**config.mk**
```make
export PLATFORM = sky130hd
export DESIGN_NAME = uart_tx_fsm_flat
export DESIGN_NICKNAME = d
export VERILOG_FILES = /design/src/rtl/uart_pkg.sv /design/src/rtl/uart_tx_fsm_if.sv /design/src/rtl/uart_baud_tick.sv /design/src/rtl/uart_tx_fsm.sv /design/src/flat_wrapper.sv
export SDC_FILE = /design/constraint.sdc
export NUM_CORES = 1
export LEC_CHECK = 0
export CORE_MARGIN = 10
export CORE_UTILIZATION = 45
export CTS_CLUSTER_DIAMETER = 200
export DETAILED_ROUTE_END_ITERATION = 8
export PLACE_DENSITY_LB_ADDON = 0.2
export RECOVER_POWER = 100
export SYNTH_ARGS = -nofsm -noshare
export SYNTH_HDL_FRONTEND = slang
export SYNTH_HIERARCHICAL = 1
export SYNTH_SLANG_ARGS = --single-unit
```
**constraint.sdc**
```tcl
create_clock -name Clk -period 4.87 [get_ports Clk]
set_input_delay 1.2175 -clock Clk [delete_from_list [all_inputs] [get_ports Clk]]
set_output_delay 1.2175 -clock Clk [all_outputs]
set_load 0.02 [all_outputs]
```
**src/rtl/uart_pkg.sv**
```systemverilog
// Shared UART types and frame-geometry helpers for the TX/RX pair.
package uart_pkg;

    typedef enum logic [1:0] {
        IDLE,
        SEND,
        DONE
    } tx_states_t;

    localparam int TICKS_PER_BIT = 16;

    function automatic int baud_pulse_count(input int sysclk, input int baud);
        return sysclk / (TICKS_PER_BIT * baud);
    endfunction

    function automatic int num_tx_bits(input int data_bits, input int stop_bits);
        return 1 + data_bits + 1 + stop_bits;
    endfunction

endpackage

```
**src/rtl/uart_tx_fsm_if.sv**
```systemverilog
// TX FIFO head-word handshake: the FIFO presents a word, the transmitter pops it.
interface uart_tx_fsm_if #(
    parameter int DATA_BITS = 8
) ();

    logic [DATA_BITS-1:0] Tx_Data_In;
    logic                 Tx_Valid;
    logic                 Tx_Pop;

    modport master (
        output Tx_Data_In,
        output Tx_Valid,
        input  Tx_Pop
    );

    modport slave (
        input  Tx_Data_In,
        input  Tx_Valid,
        output Tx_Pop
    );

endinterface

```
**src/rtl/uart_baud_tick.sv**
```systemverilog
// 16x baud clock-enable generator; one tick every PULSE_COUNT+1 clocks.
module uart_baud_tick #(
    parameter int PULSE_COUNT = 0
) (
    input  logic Clk,
    input  logic Rst,
    input  logic clr_i,
    output logic tick_o
);

    localparam int W = (PULSE_COUNT > 0) ? $clog2(PULSE_COUNT + 1) : 1;
    localparam logic [W-1:0] LAST = W'(PULSE_COUNT);

    logic [W-1:0] cnt_q, cnt_d;

    assign tick_o = (cnt_q == LAST) && !clr_i;

    always_comb begin
        cnt_d = cnt_q + W'(1);
        if (clr_i || cnt_q == LAST) begin
            cnt_d = '0;
        end
    end

    always_ff @(posedge Clk or posedge Rst) begin
        if (Rst) begin
            cnt_q <= '0;
        end else begin
            cnt_q <= cnt_d;
        end
    end

endmodule

```
**src/rtl/uart_tx_fsm.sv**
```systemverilog
// UART transmitter: start, data MSB first, parity, stop bits; CTS gates frame start.
// Define UART_TX_PARITY_ODD_EN to switch the parity bit from even to odd.
module uart_tx_fsm
    import uart_pkg::*;
#(
    parameter int DATA_BITS     = 8,
    parameter int STOP_BITS     = 2,
    parameter int SYSCLOCK_FREQ = 100000,
    parameter int BAUDRATE      = 9600
) (
    input  logic          Clk,
    input  logic          Rst,
    uart_tx_fsm_if.slave  fifo,
    input  logic          CTS,
    output logic          Tx_Out,
    output logic          Tx_Busy,
    output logic          Tx_Done
);

    localparam int BPC = baud_pulse_count(SYSCLOCK_FREQ, BAUDRATE);
    localparam int NB  = num_tx_bits(DATA_BITS, STOP_BITS);
    localparam int BW  = $clog2(NB);
    localparam logic [BW-1:0] LAST_BIT = BW'(NB - 1);

    tx_states_t    state_q, state_d;
    logic [NB-1:0] shreg_q, shreg_d;
    logic [3:0]    tick_cnt_q, tick_cnt_d;
    logic [BW-1:0] bit_cnt_q, bit_cnt_d;
    logic          out_q, out_d;
    logic          pop_q, pop_d;
    logic          busy_q, busy_d;
    logic          done_q, done_d;
    logic          start;
    logic          tick;
    logic          par;

`ifdef UART_TX_PARITY_ODD_EN
    assign par = ~^fifo.Tx_Data_In;
`else
    assign par = ^fifo.Tx_Data_In;
`endif

    // Restart the tick phase on capture so every bit spans a full 16 ticks.
    uart_baud_tick #(
        .PULSE_COUNT(BPC)
    ) u_tick (
        .Clk   (Clk),
        .Rst   (Rst),
        .clr_i (start),
        .tick_o(tick)
    );

    always_comb begin
        state_d    = state_q;
        shreg_d    = shreg_q;
        tick_cnt_d = tick_cnt_q;
        bit_cnt_d  = bit_cnt_q;
        out_d      = 1'b1;
        pop_d      = 1'b0;
        busy_d     = 1'b0;
        done_d     = 1'b0;
        start      = 1'b0;
        unique case (state_q)
            IDLE: begin
                if (fifo.Tx_Valid && CTS) begin
                    start      = 1'b1;
                    shreg_d    = {1'b0, fifo.Tx_Data_In, par, {STOP_BITS{1'b1}}};
                    out_d      = 1'b0;
                    pop_d      = 1'b1;
                    busy_d     = 1'b1;
                    tick_cnt_d = '0;
                    bit_cnt_d  = '0;
                    state_d    = SEND;
                end
            end
            SEND: begin
                busy_d = 1'b1;
                out_d  = out_q;
                if (tick) begin
                    tick_cnt_d = tick_cnt_q + 4'd1;
                    if (tick_cnt_q == 4'd15) begin
                        tick_cnt_d = '0;
                        if (bit_cnt_q == LAST_BIT) begin
                            out_d   = 1'b1;
                            done_d  = 1'b1;
                            state_d = DONE;
                        end else begin
                            bit_cnt_d = bit_cnt_q + BW'(1);
                            shreg_d   = shreg_q << 1;
                            out_d     = shreg_q[NB-2];
                        end
                    end
                end
            end
            DONE: begin
                state_d = IDLE;
            end
            default: begin
                state_d = IDLE;
            end
        endcase
    end

    always_ff @(posedge Clk or posedge Rst) begin
        if (Rst) begin
            state_q    <= IDLE;
            shreg_q    <= '0;
            tick_cnt_q <= '0;
            bit_cnt_q  <= '0;
            out_q      <= 1'b1;
            pop_q      <= 1'b0;
            busy_q     <= 1'b0;
            done_q     <= 1'b0;
        end else begin
            state_q    <= state_d;
            shreg_q    <= shreg_d;
            tick_cnt_q <= tick_cnt_d;
            bit_cnt_q  <= bit_cnt_d;
            out_q      <= out_d;
            pop_q      <= pop_d;
            busy_q     <= busy_d;
            done_q     <= done_d;
        end
    end

    assign Tx_Out      = out_q;
    assign fifo.Tx_Pop = pop_q;
    assign Tx_Busy     = busy_q;
    assign Tx_Done     = done_q;

endmodule

```
**src/flat_wrapper.sv**
```systemverilog
// flat-port wrapper written by rule: the top's interface ports become plain ports
module uart_tx_fsm_flat import uart_pkg::*;
#(
    parameter int DATA_BITS     = 8,
    parameter int STOP_BITS     = 2,
    parameter int SYSCLOCK_FREQ = 100000,
    parameter int BAUDRATE      = 9600
)
  (Clk, Rst, CTS, Tx_Out, Tx_Busy, Tx_Done, fifo_Tx_Data_In, fifo_Tx_Valid, fifo_Tx_Pop);
  uart_tx_fsm_if #(.DATA_BITS(DATA_BITS)) fifo_i ();
  input  logic Clk;
  input  logic Rst;
  input  logic CTS;
  output logic Tx_Out;
  output logic Tx_Busy;
  output logic Tx_Done;
  input wire logic [$bits(fifo_i.Tx_Data_In)-1:0] fifo_Tx_Data_In;
  input wire logic [$bits(fifo_i.Tx_Valid)-1:0] fifo_Tx_Valid;
  output wire logic [$bits(fifo_i.Tx_Pop)-1:0] fifo_Tx_Pop;
  assign fifo_i.Tx_Data_In = fifo_Tx_Data_In;
  assign fifo_i.Tx_Valid = fifo_Tx_Valid;
  assign fifo_Tx_Pop = fifo_i.Tx_Pop;
  uart_tx_fsm #(.DATA_BITS(DATA_BITS), .STOP_BITS(STOP_BITS), .SYSCLOCK_FREQ(SYSCLOCK_FREQ), .BAUDRATE(BAUDRATE)) u_core (.Clk(Clk), .Rst(Rst), .fifo(fifo_i), .CTS(CTS), .Tx_Out(Tx_Out), .Tx_Busy(Tx_Busy), .Tx_Done(Tx_Done));
endmodule
```
Yosys cells after proc, flatten, opt, wreduce, memory -nomap -nowiden --
Cells that the tools add are included.
Word-level totals: bits in registers 26, latch bits 0, RAM bits 0, ROM bits 0, input bits 12, output and inout bits 4, logic and storage cells 63, memories 0
Cells by class: add/sub/neg operators 3, multiply operators 0, div/mod/pow operators 0, order comparisons 0, equal/unequal tests 8, shift operators 0, muxes and demuxes 31, bitwise gates (word level) 1, reduce and logical (&&, ||, !) cells 11
Operators with widths (number):
- $mux 11 | 4
- $mux 4 | 6
- $pmux 11 s2 | 1
- $pmux 4 s2 | 2
- $mux 1 | 11
- $add 4x1->4 const B | 2
- $eq 4x4->1 const B | 2
- $mux 2 | 4
- $ne 2x1->1 const B | 4
- $reduce_xor 8->1 | 1
- $reduce_and 5->1 | 1
- $pmux 1 s2 | 2
- $pmux 2 s2 | 1
- $reduce_and 4->1 | 1
- $reduce_and 3->1 | 1
- $eq 2x1->1 const B | 1
- $logic_and 1x1->1 | 2
- $logic_not 2->1 | 1
- $ne 2x2->1 const B | 1
- $reduce_and 2->1 | 1
- $reduce_bool 2->1 | 1
- $add 1x1->1 const B | 1
- $logic_not 1->1 | 1
- $logic_or 1x1->1 | 1
- $not 1->1 | 1

Logic depth before layout (Yosys ltp) --
Gate-level depths: netlist (run 1).
depth in word-level cells 7, mapped depth 10, mapped depth without buffers 8

Modules after synthesis --
The synthesis (run 1) kept the hierarchy.
By module, submodules not included:
- uart_tx_fsm | times used 1, cells an instance 121, area an instance 1219.9 um^2, sequential area each 626.9 um^2
- uart_baud_tick | times used 1, cells an instance 4, area an instance 36.3 um^2, sequential area each 25.0 um^2

Worst setup path after synthesis (run 1) --
No wires, ideal clock.
path type input to register, start input fifo_Tx_Valid, end register u_core.bit_cnt_q[3], library setup time 0.077 ns, arrival time 2.561 ns, data required time 4.793 ns, setup slack 2.232 ns, stages 8, cells stage by stage nand3_1 > inv_1 > nor2_1 > nand2_1 > a21o_1 > buf_6 > or4_1 > a21oi_1
On the way: word-level cells in the longest chain between the ends 7, elaborated cells between the ends (all ways) 8
RTL lines:
- start, declared | RTL line flat_wrapper.sv:18 | input wire logic [$bits(fifo_i.Tx_Valid)-1:0] fifo_Tx_Valid;
- $logic_and 1x1->1 | RTL line uart_tx_fsm.sv:65 | if (fifo.Tx_Valid && CTS) begin
- $mux 1 (2 in series)
- via u_core.pop_d | RTL line uart_tx_fsm.sv:30 | logic pop_q, pop_d;
- $logic_not 1->1 | RTL line uart_baud_tick.sv:16 | assign tick_o = (cnt_q == LAST) && !clr_i;
- $logic_and 1x1->1 | RTL line uart_baud_tick.sv:16
- via u_core.tick | RTL line uart_tx_fsm.sv:34 | logic tick;
- $ne 2x1->1 (no line)
- $reduce_and 5->1 (no line)
- end signal, assigned | RTL line uart_tx_fsm.sv:118 | bit_cnt_q <= bit_cnt_d;
- end, declared | RTL line uart_tx_fsm.sv:28 | logic [BW-1:0] bit_cnt_q, bit_cnt_d;
The timed path passes the listed nets, and every way through them passes these cells. A chain may end at the register's enable or synchronous reset.

Worst setup path in the final report (run 1) --
start input fifo_Tx_Valid, end register u_core.bit_cnt_q[0]
Same word-level chain as after synthesis.

==> reports/qor.txt, run 1 <==
status - completed
Starting Density - 46.4%
Clock Sinks - 26
Vias/cell - 5.42
IO buf count - 15
Synthesized Nets - 139
FF-to-FF path depth - 4
pre-CTS setup slack - 1.37 ns
RR Endpoint - u_core/shreg_q[3]
GRT overflow - 0
WL/cell - 15.0 microns
CP arrival - 3.63 ns
final worst-path setup slack - 1.45 ns
DR vias - 916
fin crit share - 70.2%
number of max-cap violations - 0
worst reg-to-reg setup slack - 2.07 ns
hold crit path type - register to register
htree depth - 1
largest net degree at the start of global routing - 26
Yosys reg bits - 26
Syn Std Cell Area - 1260 sq um
top cells by count, synth - dfrtp_1, o21ai_0, mux2i_1, nand2_1, nor2_1
Max Fclk - 293 MHz
Setup TNS Final - 0 ns
num rows - 19
Post-CTS Resized - 0
Setup crit start kind - primary input
Yosys cell types - 29
CP endpoint kind - register
die area - 5300 sq um
Post-synth EDFFs - 0
fin cells - 169
Placed Instances - 165
Synth Flop Type - dfrtp_1
GRT Total Usage - 10.2%
Antenna diodes - 0
hold bufs inserted after CTS - 0
warnings from Yosys - 6
Num CTS Buffers - 3
post-synthesis sequential area ratio - 51.9%
# DRC - 0
Slew Viols, Final - 0
initial drt markers - 69
placer congestion estimate - 0.769
P_leak - 0.634 nW
Pre-antenna DRT Iters - 4
Critical Path Fanout Max - 20
Die H - 72.8 microns
hold_sp - u_core/state_q[1]
relative slew slack - 37.8%
Root Driver - clkbuf_4
critical path class - primary input to register
Final ANT Viol Nets - 0
Worst Setup SP - fifo_Tx_Valid
DIE WIDTH - 72.8 microns
worst-skew pair later-pin latency - 0.32 ns
Final Util - 54.0%
setup repair after global routing missed its margin - false
Core ar. - 2710 sq um
fraction of layout cells with a size suffix above 1 - 4.35%
top-area cell type share of the netlist area - 49.8%
vias in the first global route - 947
syn avg cell area - 10.0 sq um
cell taking the most area after synthesis - dfrtp_1
Nets - 153
clk_skew - 0.00492 ns
Cells after Synth - 125
hold path endpoint - u_core/Tx_Busy
Synth area leaders - dfrtp_1, o21ai_0, mux2i_1
Setup violations, final - 0
Pwr Density - 434 nW/um^2
final wirelength - 2530 microns
Worst Hold Depth - 1
ys async rst share - 100%
clock slew at reported path FFs - 0.14 ns
final hold vios - 0
measured slew at the worst slew-check pin - 0.931 ns
hold slack final - 0.524 ns
Max VDD drop - 357 uV
area growth from synthesis to layout - 16.5%
Worst Path Required - 5.08 ns
DP HPWL - 1820 microns
CTS Buffer Depth - 2
num ports - 16
min cycle time layout - 3.42 ns
RR Startpoint - u_core/state_q[1]
initial antenna violation count - 0
Setup Buffers After CTS - 0
first-pass GRT wire length - 4360 microns
CTS tree - yes
cells in the final DEF, fill, tap and decap left out, types with 3 or more instances in the layout:
| cell type | count |
|---|---|
| nand2_1 | 8 |
| inv_1 | 4 |
| o31ai_1 | 4 |
| dlygate4sd3_1 | 6 |
| xnor2_1 | 7 |
| dfrtp_1 | 25 |
| mux2i_1 | 9 |
| nor2_1 | 8 |
| clkbuf_4 | 3 |
| clkdlybuf4s50_1 | 9 |
| nand3_1 | 4 |
| o21ai_0 | 25 |
| a21oi_1 | 5 |
state kept, by name, summed over array words and instances (netlist names):
| register | cells |
|---|---|
| u_core/fifo.Tx_Pop | 1 |
| u_core/state_q | 2 |
| u_core/tick_cnt_q | 4 |
| u_core/Tx_Out | 1 |
| u_core/shreg_q | 11 |
| u_core/Tx_Done | 1 |
| u_core/Tx_Busy | 1 |
| u_core/u_tick/cnt_q | 1 |
| u_core/bit_cnt_q | 4 |
worst max path at each step:
stage	end	slack (ns)
after floorplan	u_core/bit_cnt_q[3]	2.23
final	u_core/bit_cnt_q[0]	1.45
after global routing	u_core/bit_cnt_q[0]	1.32
after detailed placement	u_core/bit_cnt_q[0]	1.37
after global placement	u_core/bit_cnt_q[0]	1.47
after CTS	u_core/bit_cnt_q[0]	1.72
layer usage:
metal,vias up,share of wire (%),GRT usage (%)
li1,464,-,-
met1,436,45,12.7
met2,14,50,16.6
met3,2,4.7,2.72
met4,0,0.43,3.16
met5,-,0,0
cells by family after synthesis:
group,share of synthesized area (%)
adder cells (fa/ha/maj),1.99
AO/OA/AOI/OAI,16.9
XOR/XNOR,4.88
flip-flops,51.9
buffers and inverters,3.88
multiplexers,8.07
AND/OR/NAND/NOR,12.1
other,0.299
worst max-delay path: stages:
cell and delay, ns:
dlygate4sd3_1 0.57, nand3_1 0.15, inv_1 0.11, nor2_1 0.25, nand2_1 0.09, a21o_1 0.34, or2_0 0.52, mux2_2 0.37
area by class of cell:
type / count / area [sq um]
Timing Repair Buffer: 15 / 150
Inverter: 4 / 15.0
Tap cell: 31 / 38.8
Sequential cell: 26 / 652
Clock inverter: 1 / 30.0
Fill cell: 271 / 1250
Multi-Input combinational cell: 89 / 556
Clock buffer: 3 / 22.5
report_power, final:
part           switching [mW]  total, mW  internal (mW)  leakage (nW)
clock network          0.0623      0.146         0.0832        0.0279
logic                  0.0922      0.169         0.0769         0.280
registers              0.0412      0.321          0.279         0.326
through the flow:
step / power (mW) / cell area (sq um)
after global placement: 0.494 / 1410
after global routing: 0.689 / 1460
final: 0.635 / 1460
after detailed placement: 0.499 / 1410
after CTS: 0.648 / 1460
after floorplan: 0.446 / 1260
No activity file was read; power rests on OpenSTA's default activity.
==> inputs of run 2 (changes only) <==
- clock period: 4.87 -> 2.8 ns (I/O delays scaled with it)
==> run 2 against run 1 <==
Against the previous run: critical path depth is the same; cell area down 0.26%; largest power group unchanged; first-iteration DRC count down 7.2%; final cell count increased by 3.0%; register-to-register slack worse by 1.6 ns; critical endpoint unchanged; global-route usage barely moved; sequential cell count stayed put; clock power rose by 10%; total power rose by 60%.
==> reports/qor.txt, run 2 (synthesis gave the netlist of run 1 again) <==
Final Cell Area - 1460 sq um (-0.26%)
fin cells - 174 (+3.0%)
biggest regs - u_core/shreg_q x11, u_core/bit_cnt_q x4, u_core/tick_cnt_q x4
first-pass GRT wire length - 4430 microns (+1.6%)
CTS tree - yes
P_leak - 0.632 nW (-0.39%)
hold crit path type - register to register
final hold vios - 0 (unchanged)
hold bufs inserted after CTS - 0 (unchanged)
overall power - 1.02 mW (+60%)
clk_skew - 0.00945 ns (+0.00452 ns)
Critical Path Fanout Max - 12 (-40%)
initial drt markers - 64 (-7.2%)
vias in the first global route - 964 (+1.8%)
Core ar. - 2710 sq um (unchanged)
Final ANT Viol Nets - 0 (unchanged)
CP endpoint kind - register
final worst-path setup slack - 0.386 ns (-1.07 ns)
DP HPWL - 1800 microns (-0.94%)
Pwr Density - 698 nW/um^2 (+61%)
Pre-antenna DRT Iters - 4 (unchanged)
num rows - 19 (unchanged)
pre-CTS setup slack - 0.187 ns (-1.19 ns)
htree depth - 1 (unchanged)
Starting Density - 46.4% (unchanged)
hold_sp - u_core/tick_cnt_q[3]
IO buf count - 15 (unchanged)
clock slew at reported path FFs - 0.14 ns (about the same)
most frequent cells in the layout - dfrtp_1, o21ai_0, clkdlybuf4s50_1, mux2i_1
initial antenna violation count - 0 (unchanged)
num ports - 16 (unchanged)
Clock Sinks - 26 (unchanged)
GRT Total Usage - 10.2% (+0.034 points)
DR vias - 945 (+3.2%)
Worst Setup SP - fifo_Tx_Valid
fin crit share - 86.2%
Nets - 158 (+3.3%)
final wirelength - 2500 microns (-1.5%)
CTS Buffer Depth - 2 (unchanged)
Num CTS Buffers - 3 (unchanged)
RR Startpoint - u_core/tick_cnt_q[0]
Post-CTS Resized - 0 (unchanged)
Top reg by flops - u_core/shreg_q
Setup Buffers After CTS - 0 (unchanged)
status - completed
worst-skew pair later-pin latency - 0.31 ns (about the same)
relative slew slack - 11.7% (-26 points)
Worst Path Required - 3.01 ns (-2.07 ns)
setup repair after global routing missed its margin - false
die area - 5300 sq um (unchanged)
GRT overflow - 0 (unchanged)
Final Util - 53.9% (-0.14 points)
Setup violations, final - 0 (unchanged)
worst reg-to-reg setup slack - 0.49 ns (-1.58 ns)
Antenna diodes - 0 (unchanged)
Max Fclk - 414 MHz
DIE WIDTH - 72.8 microns (unchanged)
WL/cell - 14.3 microns (-4.4%)
fraction of layout cells with a size suffix above 1 - 4.90% (+0.55 points)
Vias/cell - 5.43 (+0.20%)
placed inst area - 1450 sq um (+2.7%)
number of max-cap violations - 0 (unchanged)
critical path class - primary input to register
area growth from synthesis to layout - 16.2%
# DRC - 0 (unchanged)
Slew Viols, Final - 0 (unchanged)
measured slew at the worst slew-check pin - 1.32 ns (+0.394 ns)
largest net degree at the start of global routing - 26 (unchanged)
Setup crit start kind - primary input
Max VDD drop - 429 uV (+20%)
CP arrival - 2.62 ns (-1.01 ns)
min cycle time layout - 2.41 ns
hold slack final - 0.516 ns (-0.00849 ns)
Die H - 72.8 microns (unchanged)
Placed Instances - 170 (+3.0%)
placer congestion estimate - 0.814 (+5.9%)
Root Driver - clkbuf_4
Fill cells - 267 (-1.5%)
Setup TNS Final - 0 ns (unchanged)
flip-flop count of the largest register after layout - 11 (unchanged)
[run 2: area by class of cell]
cell class	instances	area (sq um)	share of cell area, %
Clock buffer	4	26.3	1.80
Inverter	4	15.0	1.03
Multi-Input combinational cell	89	556	38.0
Sequential cell	26	652	44.6
Tap cell	31	38.8	2.66
Timing Repair Buffer	20	173	11.8
[run 2: routing by layer]
layer / GRT usage (%) / vias up / wire, microns
li1: - / 473 / -
met1: 12.9 / 446 / 1130
met2: 16.4 / 24 / 1200
met3: 2.45 / 2 / 144
met4: 3.80 / 0 / 16
met5: 0 / - / 0
[run 2: report_power, final]
part | total [mW] | leakage [nW] | internal, mW | switching [mW]
registers | 0.556 | 0.326 | 0.486 | 0.0700
logic | 0.302 | 0.291 | 0.139 | 0.164
clock network | 0.161 | 0.0150 | 0.0556 | 0.105
[run 2: worst max-delay path: stages]
cell	delay (ns)
dlygate4sd3_1	0.57
nand3_1	0.15
inv_1	0.07
nor2_1	0.14
nand2_1	0.07
a21o_1	0.22
or2_2	0.42
mux2_2	0.29
[run 2: path summary, 6_finish.rpt]
kind	endpoint	cells past startpoint
max	u_core/bit_cnt_q[0]	8
max reg2reg	u_core/shreg_q[2]	5
min reg2reg	u_core/tick_cnt_q[3]	1
min in group asynchronous	u_core/u_tick/cnt_q	2
min	u_core/tick_cnt_q[3]	1
max in group asynchronous	u_core/shreg_q[10]	3
